File: config.mk
export PLATFORM = sky130hd
export DESIGN_NAME = vga_timing_flat
export DESIGN_NICKNAME = d
export VERILOG_FILES = /design/src/rtl/vga_pkg.sv /design/src/rtl/vga_if.sv /design/src/rtl/vga_timing.sv /design/src/flat_wrapper.sv
export SDC_FILE = /design/constraint.sdc
export NUM_CORES = 1
export LEC_CHECK = 0
export ABC_AREA = 1
export BUFFER_PORTS_ARGS = -buffer_cell sky130_fd_sc_hd__buf_2
export CAP_MARGIN = 5
export CORE_MARGIN = 2
export CORE_UTILIZATION = 57
export CTS_BUF_LIST = sky130_fd_sc_hd__clkbuf_4 sky130_fd_sc_hd__clkbuf_8
export CTS_CLUSTER_SIZE = 20
export DETAILED_ROUTE_END_ITERATION = 8
export PLACE_DENSITY = 0.82
export SLEW_MARGIN = 20
export SYNTH_ARGS = -nofsm -noshare
export SYNTH_HDL_FRONTEND = slang
export SYNTH_SLANG_ARGS = --single-unit
File: constraint.sdc
create_clock -name clk -period 1.65 [get_ports clk]
set_input_delay 0.0825 -clock clk [delete_from_list [all_inputs] [get_ports clk]]
set_output_delay 0.0825 -clock clk [all_outputs]
set_load 0.1 [all_outputs]
File: src/rtl/vga_pkg.sv
// VGA 1024x768@60 timing constants, counter type and sync/blank decode helper.
// Pure constants and a combinational function; no state, no latency.
// No flow control; consumers sample the decode result directly.
package vga_pkg;

  localparam int CNT_W = 11;
  typedef logic [CNT_W-1:0] cnt_t;

  localparam cnt_t HOR_PIXELS     = 11'd1024;
  localparam cnt_t VER_PIXELS     = 11'd768;
  localparam cnt_t HOR_TOTAL_TIME = 11'd1344;
  localparam cnt_t HOR_SYNC_START = 11'd1048;
  localparam cnt_t HOR_SYNC_TIME  = 11'd136;
  localparam cnt_t VER_TOTAL_TIME = 11'd806;
  localparam cnt_t VER_SYNC_START = 11'd771;
  localparam cnt_t VER_SYNC_TIME  = 11'd6;

  // Derived bounds: last count value, and first count past the sync pulse.
  localparam cnt_t HOR_LAST     = HOR_TOTAL_TIME - 11'd1;
  localparam cnt_t VER_LAST     = VER_TOTAL_TIME - 11'd1;
  localparam cnt_t HOR_SYNC_END = HOR_SYNC_START + HOR_SYNC_TIME;
  localparam cnt_t VER_SYNC_END = VER_SYNC_START + VER_SYNC_TIME;

  typedef struct packed {
    logic hsync;
    logic hblnk;
    logic vsync;
    logic vblnk;
  } sync_t;

  // Active-high sync/blank for a given counter position.
  function automatic sync_t decode(cnt_t h, cnt_t v);
    sync_t s;
    s.hblnk = (h >= HOR_PIXELS);
    s.hsync = (h >= HOR_SYNC_START) && (h < HOR_SYNC_END);
    s.vblnk = (v >= VER_PIXELS);
    s.vsync = (v >= VER_SYNC_START) && (v < VER_SYNC_END);
    return s;
  endfunction

endpackage

File: src/rtl/vga_if.sv
// Timing stream bundle passed from the timing block to the drawing chain.
// Wires only; latency is set by the producer.
// No backpressure; the stream advances under the producer's pixel enable.
interface vga_if;
  logic [10:0] vcount;
  logic        vsync;
  logic        vblnk;
  logic [10:0] hcount;
  logic        hsync;
  logic        hblnk;
  logic [11:0] rgb;

  modport out (output vcount, vsync, vblnk, hcount, hsync, hblnk, rgb);
  modport in  (input  vcount, vsync, vblnk, hcount, hsync, hblnk, rgb);
endinterface

File: src/rtl/vga_timing.sv
// VGA 1024x768 timing generator: h/v counters with registered sync/blank stream.
// One clk from counter state to vga_out; frame_start aligned with hcount=vcount=0.
// No backpressure; ce=0 freezes everything. Optional frame counter: VGA_TIMING_FRAME_CNT_EN.
module vga_timing
  import vga_pkg::*;
(
  input  logic        clk,
  input  logic        rst,
  input  logic        ce,
  vga_if.out          vga_out,
  output logic        frame_start,
  output logic [15:0] frame_cnt
);

  cnt_t  hcnt;
  cnt_t  vcnt;
  logic  line_end;
  logic  at_origin;
  logic  boot;       // first edge after reset release
  logic  boot_held;  // origin already announced by the boot pulse, counters not yet moved
  sync_t dec;

  assign line_end  = (hcnt == HOR_LAST);
  assign at_origin = (hcnt == '0) && (vcnt == '0);
  assign dec       = decode(hcnt, vcnt);

  // Pixel/line counters, stepping only on ce.
  always_ff @(posedge clk or posedge rst) begin
    if (rst) begin
      hcnt <= '0;
      vcnt <= '0;
    end else if (ce) begin
      if (line_end) begin
        hcnt <= '0;
        vcnt <= (vcnt == VER_LAST) ? '0 : vcnt + 1'b1;
      end else begin
        hcnt <= hcnt + 1'b1;
      end
    end
  end

  // Output register: position and its decode are captured together so fields always agree.
  always_ff @(posedge clk or posedge rst) begin
    if (rst) begin
      vga_out.hcount <= '0;
      vga_out.vcount <= '0;
      vga_out.hsync  <= 1'b0;
      vga_out.hblnk  <= 1'b0;
      vga_out.vsync  <= 1'b0;
      vga_out.vblnk  <= 1'b0;
    end else if (ce) begin
      vga_out.hcount <= hcnt;
      vga_out.vcount <= vcnt;
      vga_out.hsync  <= dec.hsync;
      vga_out.hblnk  <= dec.hblnk;
      vga_out.vsync  <= dec.vsync;
      vga_out.vblnk  <= dec.vblnk;
    end
  end

  // The timing block never generates colour.
  assign vga_out.rgb = '0;

  // Frame-start pulse: once on the first edge after reset, then on each ce advance presenting
  // the origin; if the boot pulse fired with ce=0 the first real origin advance is suppressed.
  always_ff @(posedge clk or posedge rst) begin
    if (rst) begin
      frame_start <= 1'b0;
      boot        <= 1'b1;
      boot_held   <= 1'b0;
    end else begin
      boot        <= 1'b0;
      frame_start <= boot || (ce && at_origin && !boot_held);
      if (ce) begin
        boot_held <= 1'b0;
      end else if (boot) begin
        boot_held <= 1'b1;
      end
    end
  end

`ifdef VGA_TIMING_FRAME_CNT_EN
  logic frame_end;
  assign frame_end = line_end && (vcnt == VER_LAST);

  // Completed-frame counter, stepping on each vertical wrap; wraps naturally at 16 bits.
  always_ff @(posedge clk or posedge rst) begin
    if (rst) begin
      frame_cnt <= '0;
    end else if (ce && frame_end) begin
      frame_cnt <= frame_cnt + 1'b1;
    end
  end
`else
  assign frame_cnt = '0;
`endif

endmodule
File: src/flat_wrapper.sv
// flat-port wrapper written by rule: the top's interface ports become plain ports
module vga_timing_flat import vga_pkg::*;
  (clk, rst, ce, frame_start, frame_cnt, vga_out_vcount, vga_out_vsync, vga_out_vblnk, vga_out_hcount, vga_out_hsync, vga_out_hblnk, vga_out_rgb);
  vga_if vga_out_i ();
  input  logic clk;
  input  logic rst;
  input  logic ce;
  output logic frame_start;
  output logic [15:0] frame_cnt;
  output wire logic [$bits(vga_out_i.vcount)-1:0] vga_out_vcount;
  output wire logic [$bits(vga_out_i.vsync)-1:0] vga_out_vsync;
  output wire logic [$bits(vga_out_i.vblnk)-1:0] vga_out_vblnk;
  output wire logic [$bits(vga_out_i.hcount)-1:0] vga_out_hcount;
  output wire logic [$bits(vga_out_i.hsync)-1:0] vga_out_hsync;
  output wire logic [$bits(vga_out_i.hblnk)-1:0] vga_out_hblnk;
  output wire logic [$bits(vga_out_i.rgb)-1:0] vga_out_rgb;
  assign vga_out_vcount = vga_out_i.vcount;
  assign vga_out_vsync = vga_out_i.vsync;
  assign vga_out_vblnk = vga_out_i.vblnk;
  assign vga_out_hcount = vga_out_i.hcount;
  assign vga_out_hsync = vga_out_i.hsync;
  assign vga_out_hblnk = vga_out_i.hblnk;
  assign vga_out_rgb = vga_out_i.rgb;
  vga_timing u_core (.clk(clk), .rst(rst), .ce(ce), .vga_out(vga_out_i), .frame_start(frame_start), .frame_cnt(frame_cnt));
endmodule
Yosys cells after proc, flatten, opt, wreduce, memory -nomap -nowiden
Index checks and enable logic that the tools add are counted.
{"block": "word_totals", "register_bits": 51, "inputBits": 3, "output_inout_bits": 55, "elab_cells": 36}
{"block": "classes", "n_addsub": 2, "order_cmp": 6, "n_eq_ne": 2, "muxes": 4, "n_reduce_logical": 11}
{"op": "$add A11 B1 Y11 const B", "n": 2}
{"op": "$ge A11 B10 Y1 const B", "n": 2}
{"op": "$ge A11 B11 Y1 const B", "n": 2}
{"op": "$logic_not A11 Y1", "n": 2}
{"op": "$mux W11", "n": 2}
{"op": "$eq A11 B10 Y1 const B", "n": 1}
{"op": "$eq A11 B11 Y1 const B", "n": 1}
{"op": "$lt A11 B10 Y1 const B", "n": 1}
{"op": "$lt A11 B11 Y1 const B", "n": 1}
{"op": "$logic_and A1 B1 Y1", "n": 5}
{"op": "$mux W1", "n": 2}
{"op": "$reduce_and A2 Y1", "n": 1}
{"op": "$reduce_bool A2 Y1", "n": 1}
{"op": "$logic_not A1 Y1", "n": 1}
{"op": "$logic_or A1 B1 Y1", "n": 1}

Depth between registers and ports, before layout
Gate-level depths: netlist (run 1).
{"block": "logic_depth", "word_depth": 5, "ltp_mapped": 9, "mapped_depth_nobuf": 9}

Worst setup path before layout (run 1)
No wires, ideal clock.
{"block": "synth_timing", "path_kind": "register -> register", "startpoint": "register u_core.hcnt[0]", "endpoint": "register u_core.vcnt[4]", "setup_ps": 121, "t_arrival_ps": 1123, "t_required_ps": 1529, "path_slack_ps": 405, "path_stages_with_launch": 8, "path_buffers": 1, "synth_period_minus_slack_ps": 1245, "cell_sequence": "dfrtp_1 ha_1 inv_1 nor2_4 nand4_2 buf_6 nand2_1 o21ai_2"}
{"block": "synth_via", "elab_chain_len": 2}
{"item": "start: declaration", "line": "vga_timing.sv:15", "text": "cnt_t hcnt;"}
{"item": "start signal: assignment", "line": "vga_timing.sv:37", "text": "hcnt <= hcnt + 1'b1;"}
{"item": "$eq A11 B11 Y1", "line": "vga_timing.sv:23", "text": "assign line_end = (hcnt == HOR_LAST);"}
{"item": "$reduce_and A2 Y1 (no line)"}
{"item": "end signal: assignment", "line": "vga_timing.sv:35", "text": "vcnt <= (vcnt == VER_LAST) ? '0 : vcnt + 1'b1;"}
{"item": "end: declaration", "line": "vga_timing.sv:16", "text": "cnt_t vcnt;"}
No other way between the ends.
A chain may end at the register's enable or synchronous reset.

Final worst setup path (run 1)
{"block": "layout_timing", "startpoint": "register u_core.hcnt[0]", "endpoint": "register u_core.vcnt[7]"}
The elaborated chain is that of the path after synthesis.

==> results of run 1 <==
report_power, final:
group          leakage (nW)  internal [mW]  switching (mW)
clock                0.0517          0.356           0.399
combinational         0.911          0.205            1.20
sequential            0.649           1.41           0.139
total                  1.61           1.97            1.74
routing by layer:
layer | GRT usage | routed length, um | vias to the layer above
met5 | 0 | 0 | -
met4 | 0.0889 | 110 | 0
met3 | 0.0453 | 186 | 10
met2 | 0.371 | 2860 | 52
met1 | 0.297 | 2430 | 977
li1 | - | - | 1069
how the worst max path moves through the flow:
stage                         startpoint          endpoint  slack [ns]
after floorplan                      rst  u_core.boot_held        0.34
after global placement    u_core.hcnt[0]    u_core.vcnt[4]        0.23
after detailed placement  u_core.hcnt[0]    u_core.vcnt[7]        0.16
after CTS                 u_core.hcnt[0]    u_core.vcnt[7]        0.13
after global routing      u_core.hcnt[0]    u_core.vcnt[7]        0.04
final                     u_core.hcnt[0]    u_core.vcnt[7]        0.13
timing repair:
item / 4_1_cts / 5_1_grt
buffers inserted: 0 / 0
hold endpoints to repair: 19 / 0
hold buffers: 1 / 0
setup endpoints to repair: 0 / 0
kinds of logic (layout without fill, tap and decap cells):
kind of cell	after synthesis	count (layout)
AOI/OAI and AO/OA	31	31
xor gates and xnor gates	7	7
adders and majority gates	5	5
buffers and inverters	72	77
DFF	51	51
other	1	29
and+or+nand+nor	170	170
synthesized netlist by cell type:
master / number
nand2_1: 92
nand3_1: 16
nand2_2: 8
dfrtp_1: 50
nor3b_1: 1
xor2_1: 7
ha_1: 5
conb_1: 1
nor2_4: 5
a31oi_1: 1
nor3_1: 5
nor2_2: 2
dfstp_2: 1
nor2_1: 27
buf_2: 5
o21ai_2: 2
inv_4: 1
nand4_1: 7
clkbuf_1: 1
nand3_4: 1
o21ai_1: 2
o21ai_0: 24
buf_4: 28
nor3_4: 1
nor2_8: 1
a21oi_1: 2
inv_1: 28
buf_6: 2
nand4_2: 2
nand3b_1: 1
inv_2: 7
nor3_2: 1
worst max-delay path, cell delays in order, from the launching register on:
cell	delay, ns
dfrtp_1	0.39
ha_1	0.20
inv_1	0.08
nor2_4	0.15
nand4_2	0.33
nand2_1	0.18
o21ai_2	0.06
stage by stage:
step / utilization / instances / worst slack, ns / hold slack, ns / instance area [um2]
after floorplan: - / 365 / 0.340 / 0.352 / 2890
after global placement: 0.613 / 428 / 0.229 / 0.115 / 2890
after detailed placement: 0.613 / 428 / 0.161 / 0.125 / 2890
after CTS: 0.635 / 437 / 0.129 / 0.115 / 3000
after global routing: 0.635 / 437 / 0.0358 / 0.128 / 3000
final: 0.635 / 437 / 0.131 / 0.104 / 3000
state kept, by name, summed over array words and instances (netlist names):
name,cells
u_core.boot,1
u_core.boot_held,1
u_core.frame_start,1
u_core.hcnt,11
u_core.vcnt,11
u_core.vga_out.hblnk,1
u_core.vga_out.hcount,11
u_core.vga_out.hsync,1
u_core.vga_out.vblnk,1
u_core.vga_out.vcount,11
u_core.vga_out.vsync,1
cell type report:
type	count	area (um2)
Clock buffer	7	90.1
Clock inverter	1	5.00
Fill cell	406	1720
Inverter	36	138
Multi-Input combinational cell	242	1210
Sequential cell	51	1280
Tap cell	67	83.8
Timing Repair Buffer	33	190
==> impl_summary.txt, run 1 <==
----------------------------------------------------
[Logic synthesis]
  Cell variety after synth ... 32
  Register bit count reported by yosys ... 51
  Number of cells produced by synthesis ... 337
  Top cells by area in the synthesized netlist ... dfrtp_1 (45%), nand2_1 (12%), buf_4 (7.5%)
  Adder-Cell Fraction of Synth Area ... 0.0225
  Area leader, netlist ... dfrtp_1
  Post-synthesis sequential area ratio ... 0.458
  Combinational family with the most area after synthesis ... simple AND/OR/NAND/NOR gates
  Mean instance size in the synthesized netlist ... a little over 8 um2
  Xor and xnor fraction of the mapped netlist area ... 0.0220
  Share of the synthesized area in compound gates (AO/OA/AOI/OAI) ... 0.0588
  Total standard cell area after synthesis ... between 2000 and 3000 um2
  Fraction of the mapped netlist area in simple logic gates ... 0.294
  Mux contribution to synthesized area ... 0
  Count of synthesis-stage warnings from yosys ... 0
  Area fraction of the dominant cell type after synthesis ... 0.449

[STA]
  Unrepaired setup endpoints after global routing ... no
  Highest attainable clock frequency ... approximately 660 MHz
  Setup skew after layout ... between 0.008 and 0.009 ns
  Final number of hold-violating endpoints ... 0
  Setup tns final ... 0 ns
  Pins Over Slew Limit ... 0
  Final setup vio count ... 0
  Final critical path time including I/O delays and setup ... 1.52 ns
  Fin crit share ... 0.921

[Floorplanning]
  Count of pins on the block boundary ... 58
  Die footprint ... 5460 um2
  Height of the die ... 73.9 um
  Area of the placeable core ... approximately 4700 um2
  Count of standard-cell rows ... 25
  Starting density of the core ... 0.590
  Width of the die ... between 70 and 80 um

[Routing]
  Wirelength per Cell ... ~13 um
  Total via count after detailed routing ... 2108
  Initial drt markers ... 166
  Number of nets with antenna violations after detailed routing ... 0
  # DRC ... 0
  Drt pass-1 iters ... 4
  Drt total wl ... roughly 5600 um
  Average vias per placed instance ... between 4 and 5

[Clock tree]
  Clock buffer count from CTS ... 5
  Clock latency reported for the late side of the worst-skew pair ... ~0.30 ns
  CTS clock-pin slew for the worst setup and hold paths ... ~0.090 ns
  Clk sinks ... 51
  Number of levels in the clock H-tree ... 2
  CTS tree ... yes
  Total of cells resized after clock tree synthesis ... 0
  Bufs on Longest Clock Path ... 2
  Library cell used as clock root buffer ... clkbuf_8

[Global route]
  Via count of the first global-routing pass ... 2020
  Global router's overall resource usage ... 0.227
  Initial antenna violation count ... 0
  Congestion Overflow GR ... 0
  Largest net degree at the start of global routing ... 32
  Global-route wire length before repair ... 9430 um

[Finish]
  Layout net count ... 377
  # diodes ... 0
  Fraction of final layout cells sized beyond drive strength 1 ... 0.197
  Highest-count cells in the layout ignoring fill and taps ... nand2_1 (92), dfrtp_1 (50), conb_1 (29), buf_2 (29)
  Most common cell after layout, fill and taps aside ... nand2_1
  Layout area overhead ... 7.63%

[Power and ir drop]
  Power per unit of standard cell area ... around 1200 nW/um2
  Peak VDD IR ... 0.622 mV
  Leakage component of the power ... 1.61 nW
  Total power ... about 3.7 mW

[Placement]
  Port Buffer Count ... 29
  Weighted congestion reported at the end of routability-driven placement ... ~0.89
  DP Wirelength ... roughly 4100 um

[Worst setup path]
  Worst Setup Path Type ... flop to flop
  Data arrival time at the worst-slack endpoint ... ~1.7 ns
  Nature of the critical path startpoint ... flop
  Register-to-register setup slack ... 0.13 ns
  Number of cells on the worst reg-to-reg path ... 6
  FF-to-FF End ... u_core.vcnt[7]
  Crit path required time ... around 1.8 ns
  Maximum fanout along the worst path ... 11
  Startpoint of the most critical register-to-register path ... u_core.hcnt[0]
  Crit end category ... flop

[Flow run]
  Total of max-cap violations ... 0

[Worst hold path]
  Hold path endpoint ... u_core.vga_out.hcount[0]
  Hold path startpoint ... ce
  Hold Crit Class ... input pin to flop
  Depth of the worst hold-timing path ... 3

[Run status]
  Outcome ... finished, final reports clean

----------------------------------------------------
(Power assumes the default switching activity.)
==> run 2, diff against run 1 <==
- CORE_UTILIZATION: 57 -> 55
- CTS_BUF_LIST: sky130_fd_sc_hd__clkbuf_4 sky130_fd_sc_hd__clkbuf_8 -> sky130_fd_sc_hd__clkbuf_16
- PLACE_DENSITY: 0.82 -> 0.79
==> impl_summary.txt, run 2 (synthesis gave the netlist of run 1 again) <==
----------------------------------------------------
[Run status]
  Outcome ... finished, final reports clean

[STA]
  Highest attainable clock frequency ... between 600 and 700 MHz
  Final critical path time including I/O delays and setup ... around 1.5 ns
  Worst Hold Slack ... 0.110 ns
  Final number of hold-violating endpoints ... 0
  Final setup vio count ... 0
  Unrepaired setup endpoints after global routing ... no
  Pins Over Slew Limit ... 0
  Setup skew after layout ... 0.00512 ns
  Fin crit share ... 0.897
  Setup tns final ... 0 ns

[Worst setup path]
  Cell with the biggest individual delay on the critical path ... dfrtp_1
  Crit path required time ... ~1.8 ns
  Setup crit start ... u_core.hcnt[0]
  Register-to-register setup slack ... around 0.17 ns
  Crit. path cell count ... 6
  FF-to-FF End ... u_core.vcnt[7]
  Worst Setup Path Type ... flop to flop
  Number of cells on the worst reg-to-reg path ... 6
  Top Family by Delay on Critical Path ... simple AND/OR/NAND/NOR gates
  Crit end category ... flop
  Maximum fanout along the worst path ... 11
  Critical Path, Cell by Cell ... ha_1, inv_1, nor2_4, nand4_2, nand2_1, o21ai_2
  Startpoint of the most critical register-to-register path ... u_core.hcnt[0]
  Nature of the critical path startpoint ... flop
  Highest cell delay on the worst timing path ... around 0.38 ns
  Data arrival time at the worst-slack endpoint ... about 1.7 ns
  Sum of buffers and inverters on the critical path ... 1

[Power and ir drop]
  Peak VDD IR ... around 0.55 mV
  Power per unit of standard cell area ... 1290 nW/um2
  Leakage component of the power ... between 1.5 and 2 nW

[Floorplanning]
  Area of the placeable core ... roughly 4800 um2
  Height of the die ... 75.2 um
  Count of pins on the block boundary ... 58
  Die footprint ... around 5700 um2
  Width of the die ... 75.2 um
  Count of standard-cell rows ... 25
  Starting density of the core ... 0.578

[Finish]
  Footprint of the multi-input gates ... roughly 1200 um2
  # diodes ... 0
  Fraction of final layout cells sized beyond drive strength 1 ... 0.195
  Highest-count cells in the layout ignoring fill and taps ... nand2_1 (92), dfrtp_1 (50), conb_1 (29), buf_2 (29), inv_1 (28)
  Fin cells ... around 440
  Register area ... roughly 1300 um2
  Most common cell after layout, fill and taps aside ... nand2_1
  Layout area overhead ... 9.30%
  Layout net count ... 377
  Count of filler cells inserted in the layout ... 440

[Global route]
  Via count of the first global-routing pass ... 2022
  Global router's overall resource usage ... 0.210
  Congestion Overflow GR ... 0
  Global-route wire length before repair ... 9050 um
  Largest net degree at the start of global routing ... 33
  Initial antenna violation count ... 0

[Routing]
  Drt pass-1 iters ... 4
  Average vias per placed instance ... 4.79
  Initial drt markers ... about 140
  Wirelength per Cell ... about 12 um
  Drt total wl ... 5420 um
  # DRC ... 0
  Number of nets with antenna violations after detailed routing ... 0
  Total via count after detailed routing ... approximately 2100

[Clock tree]
  Clock buffer count from CTS ... 5
  Bufs on Longest Clock Path ... 2
  Library cell used as clock root buffer ... clkbuf_16
  Clk sinks ... between 50 and 60
  CTS clock-pin slew for the worst setup and hold paths ... approximately 0.060 ns
  Number of levels in the clock H-tree ... 2
  CTS tree ... yes
  Post-CTS Setup Repair Bufs ... 0
  Clock latency reported for the late side of the worst-skew pair ... between 0.2 and 0.3 ns

[Worst hold path]
  Hold Crit Class ... input pin to flop
  Hold path endpoint ... u_core.vga_out.hcount[0]
  Hold path startpoint ... ce
  Depth of the worst hold-timing path ... 3

[Placement]
  Placed cells ... between 400 and 500
  DP Wirelength ... 4060 um
  Port Buffer Count ... 29
  Weighted congestion reported at the end of routability-driven placement ... 0.895

[Flow run]
  Total of max-cap violations ... 0

----------------------------------------------------
-- run 2: changes by cell type in the layout (fill, tap and decap cells not counted), sizes merged --
| cell | before | now |
|---|---|---|
| clkbuf | 7 | 5 |
| clkinvlp | 0 | 1 |
| inv | 36 | 37 |
-- run 2: tightest hold or removal path, cell delays in order --
cell	delay [ns]
buf_2	0.13
nand2_2	0.09
nand2_1	0.06
-- run 2: metal layers --
metal  GRT usage  vias to the layer above  share of wire
li1            -                     1065              -
met1       0.265                      979           0.43
met2       0.359                       38           0.51
met3      0.0402                       12          0.039
met4      0.0799                        0          0.017
met5           0                        -              0
-- run 2: worst max-delay path by stage --
stage | end | slack [ns]
floorplan | u_core.boot_held | 0.34
global placement | u_core.vcnt[4] | 0.23
detailed placement | u_core.vcnt[7] | 0.16
CTS | u_core.vcnt[7] | 0.16
global route | u_core.vcnt[2] | 0.05
finish | u_core.vcnt[7] | 0.17
-- run 2: final cells by class --
| class | instances | area share |
|---|---|---|
| well taps | 67 | 0.0275 |
| clock inverters | 3 | 0.00534 |
| inverters | 36 | 0.0452 |
| multi-input cells | 242 | 0.399 |
| clock buffers | 5 | 0.0411 |
| repair buffers | 33 | 0.0624 |
| flip-flops and latches | 51 | 0.419 |
-- run 2: timing repair --
item / CTS / global route
endpoints found under the hold margin: 18 / 0
endpoints found under the setup margin: 0 / 0
resized for setup: 0 / 0
hold buffers: 1 / 0
-- run 2: through the flow --
stage                      util  total power, mW  setup WS, ns  area [um2]
after floorplan               -             2.81         0.340        2890
after global placement    0.601             2.94         0.227        2890
after detailed placement  0.601             2.97         0.160        2890
after CTS                 0.632             3.96         0.162        3050
after global routing      0.632             4.12        0.0541        3050
final                     0.632             3.94         0.170        3050
-- run 2: power by group --
group          leakage (nW)  switching [mW]  internal [mW]
Sequential            0.649           0.138           1.41
Combinational         0.911            1.20          0.205
Clock                0.0710           0.437          0.553
